===== src/rtl/iwrite_controller_pp.sv =====
// Input-write controller: splits a layer frame into header, instructions
// and activations, striping activations over ping-pong IBRAM halves.
module iwrite_controller_pp #(
  parameter int STREAM_WIDTH = 128,
  parameter int NUM_BANKS    = 16,
  parameter int IBRAM_DEPTH  = 64,
  parameter int CNT_W        = 16,
  parameter int PARAM_WIDTH  = 32
) (
  input  logic                           clk,
  input  logic                           rst,
  input  logic [STREAM_WIDTH-1:0]        s_tdata,
  input  logic                           s_tvalid,
  output logic                           s_tready,
  output logic [$clog2(IBRAM_DEPTH)-1:0] bram_addr,
  output logic [STREAM_WIDTH-1:0]        bram_din,
  output logic [NUM_BANKS-1:0]           bram_en,
  output logic [NUM_BANKS-1:0]           bram_we,
  output logic [STREAM_WIDTH-1:0]        instr_data,
  output logic                           instr_valid,
  input  logic                           instr_ready,
  output logic [CNT_W-1:0]               instr_idx,
  output logic [PARAM_WIDTH-1:0]         param_data,
  output logic                           param_half,
  output logic                           param_valid,
  input  logic                           param_ready,
  input  logic [1:0]                     buf_release,
  output logic [1:0]                     buf_full,
  output logic                           err_overflow
);

  localparam int AW = $clog2(IBRAM_DEPTH);
  localparam int RW = AW - 1;
  localparam int BW = $clog2(NUM_BANKS);
  localparam logic [31:0] CAP = 32'(NUM_BANKS * IBRAM_DEPTH / 2);

  typedef enum logic [2:0] {
    S_IDLE, S_INSTR, S_ACT, S_DROP, S_PUB
  } state_t;

  state_t                 state_q, state_d;
  logic [CNT_W-1:0]       act_q, act_d;
  logic [CNT_W-1:0]       ins_q, ins_d;
  logic [CNT_W-1:0]       idx_q, idx_d;
  logic [CNT_W-1:0]       cnt_q, cnt_d;
  logic [PARAM_WIDTH-1:0] param_q, param_d;
  logic [BW-1:0]          bank_q, bank_d;
  logic [RW-1:0]          row_q, row_d;
  logic                   half_q, half_d;
  logic [1:0]             full_q, full_d;
  logic                   err_q, err_d;
  logic [NUM_BANKS-1:0]   en_q;
  logic [AW-1:0]          addr_q;
  logic [STREAM_WIDTH-1:0] din_q;
  logic                   rdy, wr_go, pub;

  wire [CNT_W-1:0] h_act = s_tdata[CNT_W-1:0];
  wire [CNT_W-1:0] h_ins = s_tdata[2*CNT_W-1:CNT_W];
  wire [PARAM_WIDTH-1:0] h_par =
    s_tdata[2*CNT_W+PARAM_WIDTH-1:2*CNT_W];

  // Where a frame goes once its instruction words are done.
  function automatic state_t route(input logic [CNT_W-1:0] a);
    if (a == '0) return S_PUB;
    else if (32'(a) > CAP) return S_DROP;
    else return S_ACT;
  endfunction

  always_comb begin
    state_d = state_q;
    act_d = act_q;
    ins_d = ins_q;
    idx_d = idx_q;
    cnt_d = cnt_q;
    param_d = param_q;
    bank_d = bank_q;
    row_d = row_q;
    half_d = half_q;
    err_d = err_q;
    rdy = 1'b0;
    wr_go = 1'b0;
    pub = 1'b0;
    instr_valid = 1'b0;
    param_valid = 1'b0;
    unique case (state_q)
      S_IDLE: begin
        rdy = !full_q[half_q];
        if (s_tvalid && rdy) begin
          act_d = h_act;
          ins_d = h_ins;
          param_d = h_par;
          idx_d = '0;
          cnt_d = '0;
          bank_d = '0;
          row_d = '0;
          state_d = (h_ins != '0) ? S_INSTR : route(h_act);
        end
      end
      S_INSTR: begin
        rdy = instr_ready;
        instr_valid = s_tvalid;
        if (s_tvalid && instr_ready) begin
          idx_d = idx_q + CNT_W'(1);
          if (idx_q == ins_q - CNT_W'(1))
            state_d = route(act_q);
        end
      end
      S_ACT: begin
        rdy = 1'b1;
        if (s_tvalid) begin
          wr_go = 1'b1;
          bank_d = bank_q + BW'(1);
          if (bank_q == BW'(NUM_BANKS - 1))
            row_d = row_q + RW'(1);
          cnt_d = cnt_q + CNT_W'(1);
          if (cnt_q == act_q - CNT_W'(1))
            state_d = S_PUB;
        end
      end
      S_DROP: begin
        rdy = 1'b1;
        if (s_tvalid) begin
          cnt_d = cnt_q + CNT_W'(1);
          if (cnt_q == act_q - CNT_W'(1))
            state_d = S_IDLE;
        end
      end
      S_PUB: begin
        param_valid = 1'b1;
        if (param_ready) begin
          pub = 1'b1;
          half_d = ~half_q;
          state_d = S_IDLE;
        end
      end
      default: state_d = S_IDLE;
    endcase
    if (state_d == S_DROP) err_d = 1'b1;
    // Release first, then publish: both land when they hit different halves.
    full_d = full_q & ~buf_release;
    if (pub) full_d[half_q] = 1'b1;
  end

  always_ff @(posedge clk or posedge rst) begin
    if (rst) begin
      state_q <= S_IDLE;
      act_q <= '0;
      ins_q <= '0;
      idx_q <= '0;
      cnt_q <= '0;
      param_q <= '0;
      bank_q <= '0;
      row_q <= '0;
      half_q <= 1'b0;
      full_q <= '0;
      err_q <= 1'b0;
      en_q <= '0;
      addr_q <= '0;
      din_q <= '0;
    end else begin
      state_q <= state_d;
      act_q <= act_d;
      ins_q <= ins_d;
      idx_q <= idx_d;
      cnt_q <= cnt_d;
      param_q <= param_d;
      bank_q <= bank_d;
      row_q <= row_d;
      half_q <= half_d;
      full_q <= full_d;
      err_q <= err_d;
      if (wr_go) begin
        en_q <= NUM_BANKS'(1) << bank_q;
        addr_q <= {half_q, row_q};
        din_q <= s_tdata;
      end else begin
        en_q <= '0;
      end
    end
  end

  assign s_tready = rdy && !rst;
  assign bram_en = en_q;
  assign bram_we = en_q;
  assign bram_addr = addr_q;
  assign bram_din = din_q;
  assign instr_data = s_tdata;
  assign instr_idx = idx_q;
  assign param_data = param_q;
  assign param_half = half_q;
  assign buf_full = full_q;
  assign err_overflow = err_q;

endmodule


===== config.mk =====
export PLATFORM = sky130hd
export DESIGN_NAME = iwrite_controller_pp
export DESIGN_NICKNAME = d
export VERILOG_FILES = /design/src/rtl/iwrite_controller_pp.sv
export SDC_FILE = /design/constraint.sdc
export NUM_CORES = 1
export LEC_CHECK = 0
export CAP_MARGIN = 20
export CELL_PAD_IN_SITES_DETAIL_PLACEMENT = 0
export CELL_PAD_IN_SITES_GLOBAL_PLACEMENT = 1
export CORE_ASPECT_RATIO = 1.1
export CORE_UTILIZATION = 30
export CTS_BUF_LIST = sky130_fd_sc_hd__clkbuf_4
export DETAILED_ROUTE_END_ITERATION = 16
export PLACE_DENSITY_LB_ADDON = 0.1
export RECOVER_POWER = 25
export SETUP_SLACK_MARGIN = 0.1
export SLEW_MARGIN = 40
export SYNTH_ARGS = -nofsm -noshare
export SYNTH_HDL_FRONTEND = slang
export SYNTH_SLANG_ARGS = --single-unit

===== constraint.sdc =====
create_clock -name clk -period 14.07 [get_ports clk]
set_input_delay 1.407 -clock clk [delete_from_list [all_inputs] [get_ports clk]]
set_output_delay 1.407 -clock clk [all_outputs]
set_load 0.02 [all_outputs]

Yosys cells after proc, flatten, opt, wreduce, memory -nomap -nowiden
Cells that the tools add are included.
{"block": "op_classes", "n_addsub": 6, "order_cmp": 4, "n_eq_ne": 13, "shifts": 1, "mux": 39, "bitwise_logic": 4, "n_reduce_logical": 20}
{"operator": "16-bit two-way mux", "n": 4}
{"operator": "16-bit one-hot mux with 2 select lines", "n": 2}
{"operator": "3-bit two-way mux", "n": 11}
{"operator": "16-bit by 1-bit adder with 16-bit output, second input constant", "n": 2}
{"operator": "16-bit equality test", "n": 2}
{"operator": "16-bit by 10-bit greater-than comparator with 1-bit output, second input constant", "n": 2}
{"operator": "16-bit zero test", "n": 2}
{"operator": "16-bit by 1-bit subtractor with 16-bit output, second input constant", "n": 2}
{"operator": "16-bit nonzero test", "n": 1}
{"operator": "1-bit by 4-bit left shift with 16-bit output, first input constant", "n": 1}
{"operator": "5-bit two-way mux", "n": 3}
{"operator": "3-bit one-hot mux with 5 select lines", "n": 1}
{"operator": "1-bit two-way mux", "n": 11}
{"operator": "5-bit one-hot mux with 2 select lines", "n": 1}
{"operator": "3-bit by 2-bit equality test with 1-bit output, second input constant", "n": 3}
{"operator": "3-bit AND reduction", "n": 3}
{"operator": "4-bit two-way mux", "n": 2}
{"operator": "2-bit inequality test, second input constant", "n": 4}
{"operator": "4-bit one-hot mux with 2 select lines", "n": 1}
{"operator": "2-bit nonzero test", "n": 3}
{"operator": "5-bit by 1-bit adder with 5-bit output, second input constant", "n": 1}
{"operator": "4-bit by 1-bit adder with 4-bit output, second input constant", "n": 1}
{"operator": "4-bit equality test, second input constant", "n": 1}
{"operator": "1-bit logical AND", "n": 4}
{"operator": "other kinds (17)", "n": 19}
{"block": "totals", "register_bits": 262, "out_inout_bits": 349}

Longest topological paths before layout
Gate-level depths: netlist of run 1.
{"block": "depth", "ltp_word": 7, "mapped_depth": 11}

Worst setup path before layout of run 1
Ideal clock, no wire load.
{"block": "synth_timing", "path_kind": "in2out", "from": "input port instr_ready", "to": "output port s_tready", "arrival_time_ns": 2.030, "required_ns": 12.663, "setup_slack_ns": 10.633, "cell_stages": 2, "n_path_buf": 0, "cell_sequence": "nand2_1 > a211oi_1"}
{"block": "synth_via", "elab_chain_len": 2}
{"item": "start: declaration", "line": "21", "rtl": "input logic instr_ready,"}
{"item": "1-bit one-hot mux with 3 select lines", "line": "85", "rtl": "unique case (state_q)"}
{"item": "1-bit logical AND", "line": "182", "rtl": "assign s_tready = rdy && !rst;"}
{"item": "end: declaration", "line": "14", "rtl": "output logic s_tready,"}
Every way passes these cells.

==> impl_metrics.json, run 1 <==
{
  "status": "complete, but fails checks",
  "violations": "max-capacitance violations, max-slew violations",
  "hpwl_um": 29000,
  "fin_crit_ns": 5.57,
  "synth_nets": 1605,
  "whs_endpoint": "err_overflow",
  "chipWidth_um": 198,
  "drt_iter0_drc": 419,
  "fin_worst_skew_ns": 0.0262,
  "cts-buffers-inserted": 76,
  "p_seq_share_pct": 40.2,
  "wl_per_cell_um": 17.0,
  "grt_pass1_wl_um": 63600,
  "hold_depth": 1,
  "hold_class": "flop to flop",
  "r2r_setup_slack_ns": 9.86,
  "clock_sinks": 262,
  "syn_area_per_cell_um2": 8.70,
  "fin_nets": 1962,
  "ctsResizeCount": 0,
  "cts_hold_buf": 0,
  "path_max_fanout": 124,
  "drtAntennaViolNets": 0,
  "finalPower_w": 0.00247,
  "overflow": 0,
  "timing.rr.start": "param_half",
  "p_clk_share_pct": 29.7,
  "slew_headroom_pct": -289,
  "rsz0062_at_grt": "no",
  "portBuffers": 483,
  "netlist_instances": 1459,
  "row_count": 78,
  "firstDrtPassIters": 4,
  "max_cap_viol_count": 2,
  "max_stage_delay_ns": 3.26,
  "grt_max_degree": 125,
  "postCtsSetupBuffers": 0,
  "cts_tree": "done",
  "insertion_delay_ns": 0.72,
  "synthFlopType": "dfrtp_1",
  "pwr_density_cell_nw_per_um2": 137,
  "core-area_um2": 41500,
  "crit_required_ns": 13.82,
  "internal_power_w": 0.00161,
  "power_frac_comb_pct": 30.1,
  "ios": 484,
  "post-route-util_pct": 43.3,
  "setup_viol": 0,
  "ys_types": 62,
  "r2r-end": "param_data[10]",
  "clkSlewWorstSetupHoldPaths_ns": 0.06,
  "syn_to_final_growth_pct": 41.5,
  "crit_slowest_cell": "clkinvlp_2",
  "reg2reg_depth": 6,
  "drv_slew": 166,
  "ys_seq_area_share_pct": 51.7,
  "timing.critical_path.buf_inv": 2,
  "synth_edf_count": 0,
  "irDropWorstVdd_mv": 0.0641,
  "swShare_pct": 34.7,
  "final.fill_count": 4202,
  "grt_pass1_vias": 11000,
  "seq_area_um2": 6560,
  "cp_top_family": "buffers and inverters",
  "wl_um": 41300,
  "htreeDepth": 3,
  "final.setup.tns_ns": 0,
  "grt_usage_pct": 19.2,
  "finalCritPeriodShare_pct": 39.6,
  "clock_path_buffers": 3,
  "synth_area_um2": 12700,
  "critPathLaunchType": "primary input",
  "antenna_found_initial": 1,
  "start_util_pct": 30.6,
  "ctsRootBufferMaster": "clkbuf_4",
  "critPathCaptureType": "asynchronous set/reset pin",
  "leakagePower_nw": 8.50,
  "final-hold-violation-count": 0,
  "holdCritStartpoint": "err_overflow",
  "via_per_inst": 4.48,
  "die_y_um": 218,
  "switchingPower_w": 0.000856,
  "critPathKind": "primary input to asynchronous set/reset pin",
  "worstPathCellList": "dlygate4sd3_1 > clkinvlp_2",
  "cp_data_arrival_time_ns": 5.31,
  "ys_ff_latch": 262,
  "tightest_slew_ns": 5.81,
  "async_flop_share_pct": 100,
  "yosysWarnings": 0,
  "via_count": 10900,
  "timing.fmax_ghz": 0.180,
  "drive_gt1_share_pct": 7.54,
  "gp_congestion": 0.788,
  "multi_input_area_um2": 4730,
  "drc": 0,
  "die_area_um2": 43100
}
[final cells by class]
type                    instances  share of cell area [%]
multi-input cells             967                    26.4
inverters                      18                   0.383
diodes                          1                  0.0139
clock inverters                22                   0.753
clock buffers                 111                    4.64
repair buffers                491                    27.4
flip-flops and latches        262                    36.5
well taps                     560                    3.90
[cell usage after synthesis, types with 2 or more instances]
| cell type | number | share of area, % |
|---|---|---|
| o21ai_0 | 25 | 0.99 |
| or2_2 | 2 | 0.099 |
| ha_1 | 11 | 1.1 |
| nand4_1 | 20 | 0.99 |
| nand2_1 | 612 | 18 |
| a31oi_1 | 3 | 0.15 |
| nor2_1 | 52 | 1.5 |
| buf_4 | 144 | 8.5 |
| a31o_2 | 2 | 0.14 |
| xnor2_1 | 29 | 2.0 |
| o22ai_1 | 3 | 0.15 |
| nor3b_1 | 4 | 0.24 |
| and3b_1 | 5 | 0.35 |
| o211ai_1 | 3 | 0.18 |
| nand3b_1 | 3 | 0.18 |
| a21oi_1 | 9 | 0.35 |
| nand2b_1 | 6 | 0.30 |
| and2_1 | 12 | 0.59 |
| buf_2 | 3 | 0.12 |
| or4b_1 | 3 | 0.24 |
| nor2b_1 | 6 | 0.30 |
| mux2_2 | 3 | 0.27 |
| inv_1 | 18 | 0.53 |
| nand3_1 | 18 | 0.71 |
| nor3_1 | 18 | 0.71 |
| and3_1 | 16 | 0.79 |
| o21a_1 | 3 | 0.18 |
| a2111oi_0 | 2 | 0.14 |
| o31ai_1 | 5 | 0.30 |
| a211oi_1 | 5 | 0.30 |
| buf_1 | 2 | 0.059 |
| dfrtp_1 | 262 | 52 |
| a211o_1 | 2 | 0.14 |
| or4_1 | 2 | 0.12 |
| or3_1 | 13 | 0.64 |
| xor2_1 | 32 | 2.2 |
| clkbuf_1 | 62 | 1.8 |
| nor4_1 | 15 | 0.74 |
[power by group through the flow]
stage / logic [W] / clock network [W] / registers, W
floorplan: 0.000341 / 0 / 0.00107
global placement: 0.000751 / 0 / 0.00100
detailed placement: 0.000752 / 0 / 0.00100
CTS: 0.000756 / 0.000769 / 0.000994
global route: 0.000813 / 0.000810 / 0.00101
finish: 0.000744 / 0.000732 / 0.000992
[worst max path at each step]
stage,slack (ns),cells after the start,endpoint,startpoint
5_1_grt,7.48,2,bram_din[57],rst
6_report,8.50,2,bram_din[57],rst
4_1_cts,9.60,3,instr_valid,s_tvalid
3_5_place_dp,9.61,3,instr_valid,s_tvalid
2_1_floorplan,5.45,1,act_q[0],rst
3_3_place_gp,9.43,6,bank_q[3],s_tvalid
[layer usage]
metal	part of all wire (%)	track usage, %	routed length (um)
met3	7.7	6.48	3160
met4	1.6	5.99	643
met5	0	0	0
met1	42	23.3	17300
met2	49	31.9	20200
[stage by stage]
step	area [um^2]	std cells	hold slack, ns	setup slack, ns
floorplan	12700	1459	0.459	5.45
global placement	17000	2297	0.443	9.43
detailed placement	17000	2297	0.455	9.61
CTS	18000	2430	0.469	9.60
global route	18000	2432	0.484	7.48
finish	18000	2432	0.464	8.50
[layout by cell type (no fill, tap or decap), types with 16 or more instances in the layout]
cell             netlist  layout
nand4_1               20      20
inv_1                 18      17
clkdlybuf4s50_1        0     481
clkinv_1               0      18
and3_1                16      16
xnor2_1               29      29
xor2_1                32      32
o21ai_0               25      25
clkbuf_4               0     111
dfrtp_1              262     262
nand3_1               18      17
nor2_1                52      52
nor3_1                18      18
nand2_1              612     611
[state kept, by name, summed over array words and instances (netlist names)]
signal and count:
err_overflow 1, bank_q 4, bram_din 128, act_q 16
bram_addr 6, state_q 3, param_data 32, param_half 1
row_q 5, cnt_q 16, instr_idx 16, bram_en 16
ins_q 16, buf_full 2
[cell families (layout without fill, tap and decap cells)]
kind of cell | Yosys count | count (layout) | synth area share, %
adders and majority gates | 11 | 11 | 1.08
and+or+nand+nor | 813 | 813 | 27.2
muxes | 4 | 4 | 0.345
other | 0 | 1 | 0
DFF | 262 | 262 | 51.7
xor gates and xnor gates | 62 | 62 | 4.39
AOI/OAI and AO/OA | 77 | 77 | 4.16
buffers and inverters | 230 | 642 | 11.1
Note: power is estimated with default switching activity, not from simulation.
==> run 2: changes to the inputs <==
==> constraint.sdc (replaced) <==
create_clock -name clk -period 5.48 [get_ports clk]
set_input_delay 0.548 -clock clk [delete_from_list [all_inputs] [get_ports clk]]
set_output_delay 0.548 -clock clk [all_outputs]
set_load 0.02 [all_outputs]
==> run 2 against run 1 <==
  * The flow still finishes with violations (max-capacitance violations, max-slew violations)
  * Clock skew increased by 0.0066 ns
  * Worst setup slack lost 6.6 ns
  * Critical path type unchanged
  * Sequential power increased to 2.6 times the previous value
  * Clock power grew to 2.7 times the previous value
  * Utilization up 0.27 points
  * Sequential share of layout area is 0.23 points lower
  * Sequential cell count stayed put
  * Critical path depth rose by 3
==> impl_metrics.json, run 2 (synthesis results as in run 1) <==
{
  "insertion_delay_ns": 0.75,
  "switchingPower_w": 0.00222,
  "finalCritPeriodShare_pct": 65.1,
  "final.fill_count": 4152,
  "fin_crit_ns": 3.57,
  "cts_hold_buf": 0,
  "most-common-layout-cells": "nand2_1 (611), clkdlybuf4s50_1 (482), dfrtp_1 (262)",
  "cts-buffers-inserted": 78,
  "via_count": 10900,
  "clock_sinks": 262,
  "rsz0062_at_grt": "no",
  "final.setup.tns_ns": 0,
  "critPathLaunchType": "primary input",
  "postCtsSetupBuffers": 0,
  "cts_tree": "done",
  "antenna_found_initial": 2,
  "violations": "max-capacitance violations, max-slew violations",
  "leakagePower_nw": 8.56,
  "syn_to_final_growth_pct": 42.4,
  "multi_input_area_um2": 4750,
  "htreeDepth": 3,
  "cp_data_arrival_time_ns": 4.44,
  "grt_usage_pct": 19.4,
  "layout_commonest_cell": "nand2_1",
  "largest_reg_flops": 128,
  "setup_viol": 0,
  "swShare_pct": 34.5,
  "portBuffers": 483,
  "status": "complete, but fails checks",
  "hpwl_um": 29800,
  "irDropWorstVdd_mv": 0.189,
  "dpl-instance-area_um2": 17100,
  "power_frac_comb_pct": 29.6,
  "hold_class": "primary input to flop",
  "final-hold-violation-count": 0,
  "path_max_fanout": 64,
  "row_count": 78,
  "drv_slew": 203,
  "critPathKind": "primary input to asynchronous set/reset pin",
  "ios": 484,
  "gp_congestion": 0.810,
  "max_stage_delay_ns": 1.43,
  "max_cap_viol_count": 3,
  "crit_slowest_cell": "clkbuf_2",
  "start_util_pct": 30.6,
  "timing.fmax_ghz": 0.280,
  "clkSlewWorstSetupHoldPaths_ns": 0.06,
  "wl_per_cell_um": 17.1,
  "tightest_slew_ns": 2.62,
  "seq_area_um2": 6560,
  "internal_power_w": 0.00420,
  "grt_pass1_vias": 11200,
  "fin_area_um2": 18100,
  "critPathCaptureType": "asynchronous set/reset pin",
  "grt_max_degree": 105,
  "fin_worst_skew_ns": 0.0328,
  "drive_gt1_share_pct": 8.29,
  "drt_iter0_drc": 457,
  "clock_path_buffers": 3,
  "pwr_density_cell_nw_per_um2": 355,
  "fin_nets": 1968,
  "die_y_um": 218,
  "p_seq_share_pct": 39.8,
  "die_area_um2": 43100,
  "chipWidth_um": 198,
  "grt_pass1_wl_um": 64000,
  "wl_um": 41800,
  "ctsRootBufferMaster": "clkbuf_4",
  "core-area_um2": 41500,
  "p_clk_share_pct": 30.5,
  "ctsResizeCount": 0,
  "slew_headroom_pct": -74.9,
  "firstDrtPassIters": 4,
  "crit_required_ns": 6.35,
  "drc": 0,
  "via_per_inst": 4.47,
  "overflow": 0,
  "r2r_setup_slack_ns": 2.43,
  "worstPathCellList": "dlygate4sd3_1 > clkinvlp_2 > clkbuf_1 > clkbuf_2 > buf_16",
  "drtAntennaViolNets": 0
}
-- run 2: worst paths after layout --
kind,startpoint,to,cells past startpoint
worst max-delay path,rst,bram_din[45],5
worst min-delay path,s_tdata[75],bram_din[75],3
worst max register to register,ins_q[0],err_overflow,10
min in group asynchronous,rst,cnt_q[2],3
max in group clk,param_half,s_tready,4
worst min register to register,err_overflow,err_overflow,1
-- run 2: critical path: cells and delay by family --
| family | cells | cell delay, ns |
|---|---|---|
| buffers and inverters | 5 | 3.80 |
-- run 2: power by group through the flow --
stage               Combinational (W)  Clock [W]  Sequential (W)
floorplan                    0.000875          0         0.00274
global placement              0.00192          0         0.00258
detailed placement            0.00193          0         0.00258
CTS                           0.00194    0.00205         0.00256
global route                  0.00208    0.00216         0.00261
finish                        0.00190    0.00196         0.00256
-- run 2: final cells by class --
class | count | share of cell area (%)
sequential | 262 | 36.3
timing repair buffer | 495 | 27.5
multi-input combinational | 967 | 26.3
clock buffer | 119 | 4.94
tap | 560 | 3.88
clock inverter | 20 | 0.720
inverter | 18 | 0.381
antenna | 4 | 0.0554
-- run 2: metal layers --
metal	up-vias	global-route usage, %	part of all wire, %
li1	5311	-	-
met1	5212	22.9	41
met4	0	5.61	1.5
met5	-	0	0
met3	59	6.56	7.2
met2	338	33.1	50
-- run 2: per-stage QoR --
step / total power (W) / setup slack [ns] / utilization [%] / hold slack, ns / instances
6_report: 0.00642 / 1.91 / 43.6 / 0.365 / 2445
5_1_grt: 0.00684 / 1.32 / 43.5 / 0.310 / 2443
4_1_cts: 0.00655 / 2.09 / 43.6 / 0.201 / 2440
3_5_place_dp: 0.00452 / 2.13 / 41.2 / 0.455 / 2301
3_3_place_gp: 0.00450 / 2.17 / 41.0 / 0.445 / 2298
2_1_floorplan: 0.00362 / 1.48 / - / 0.459 / 1459
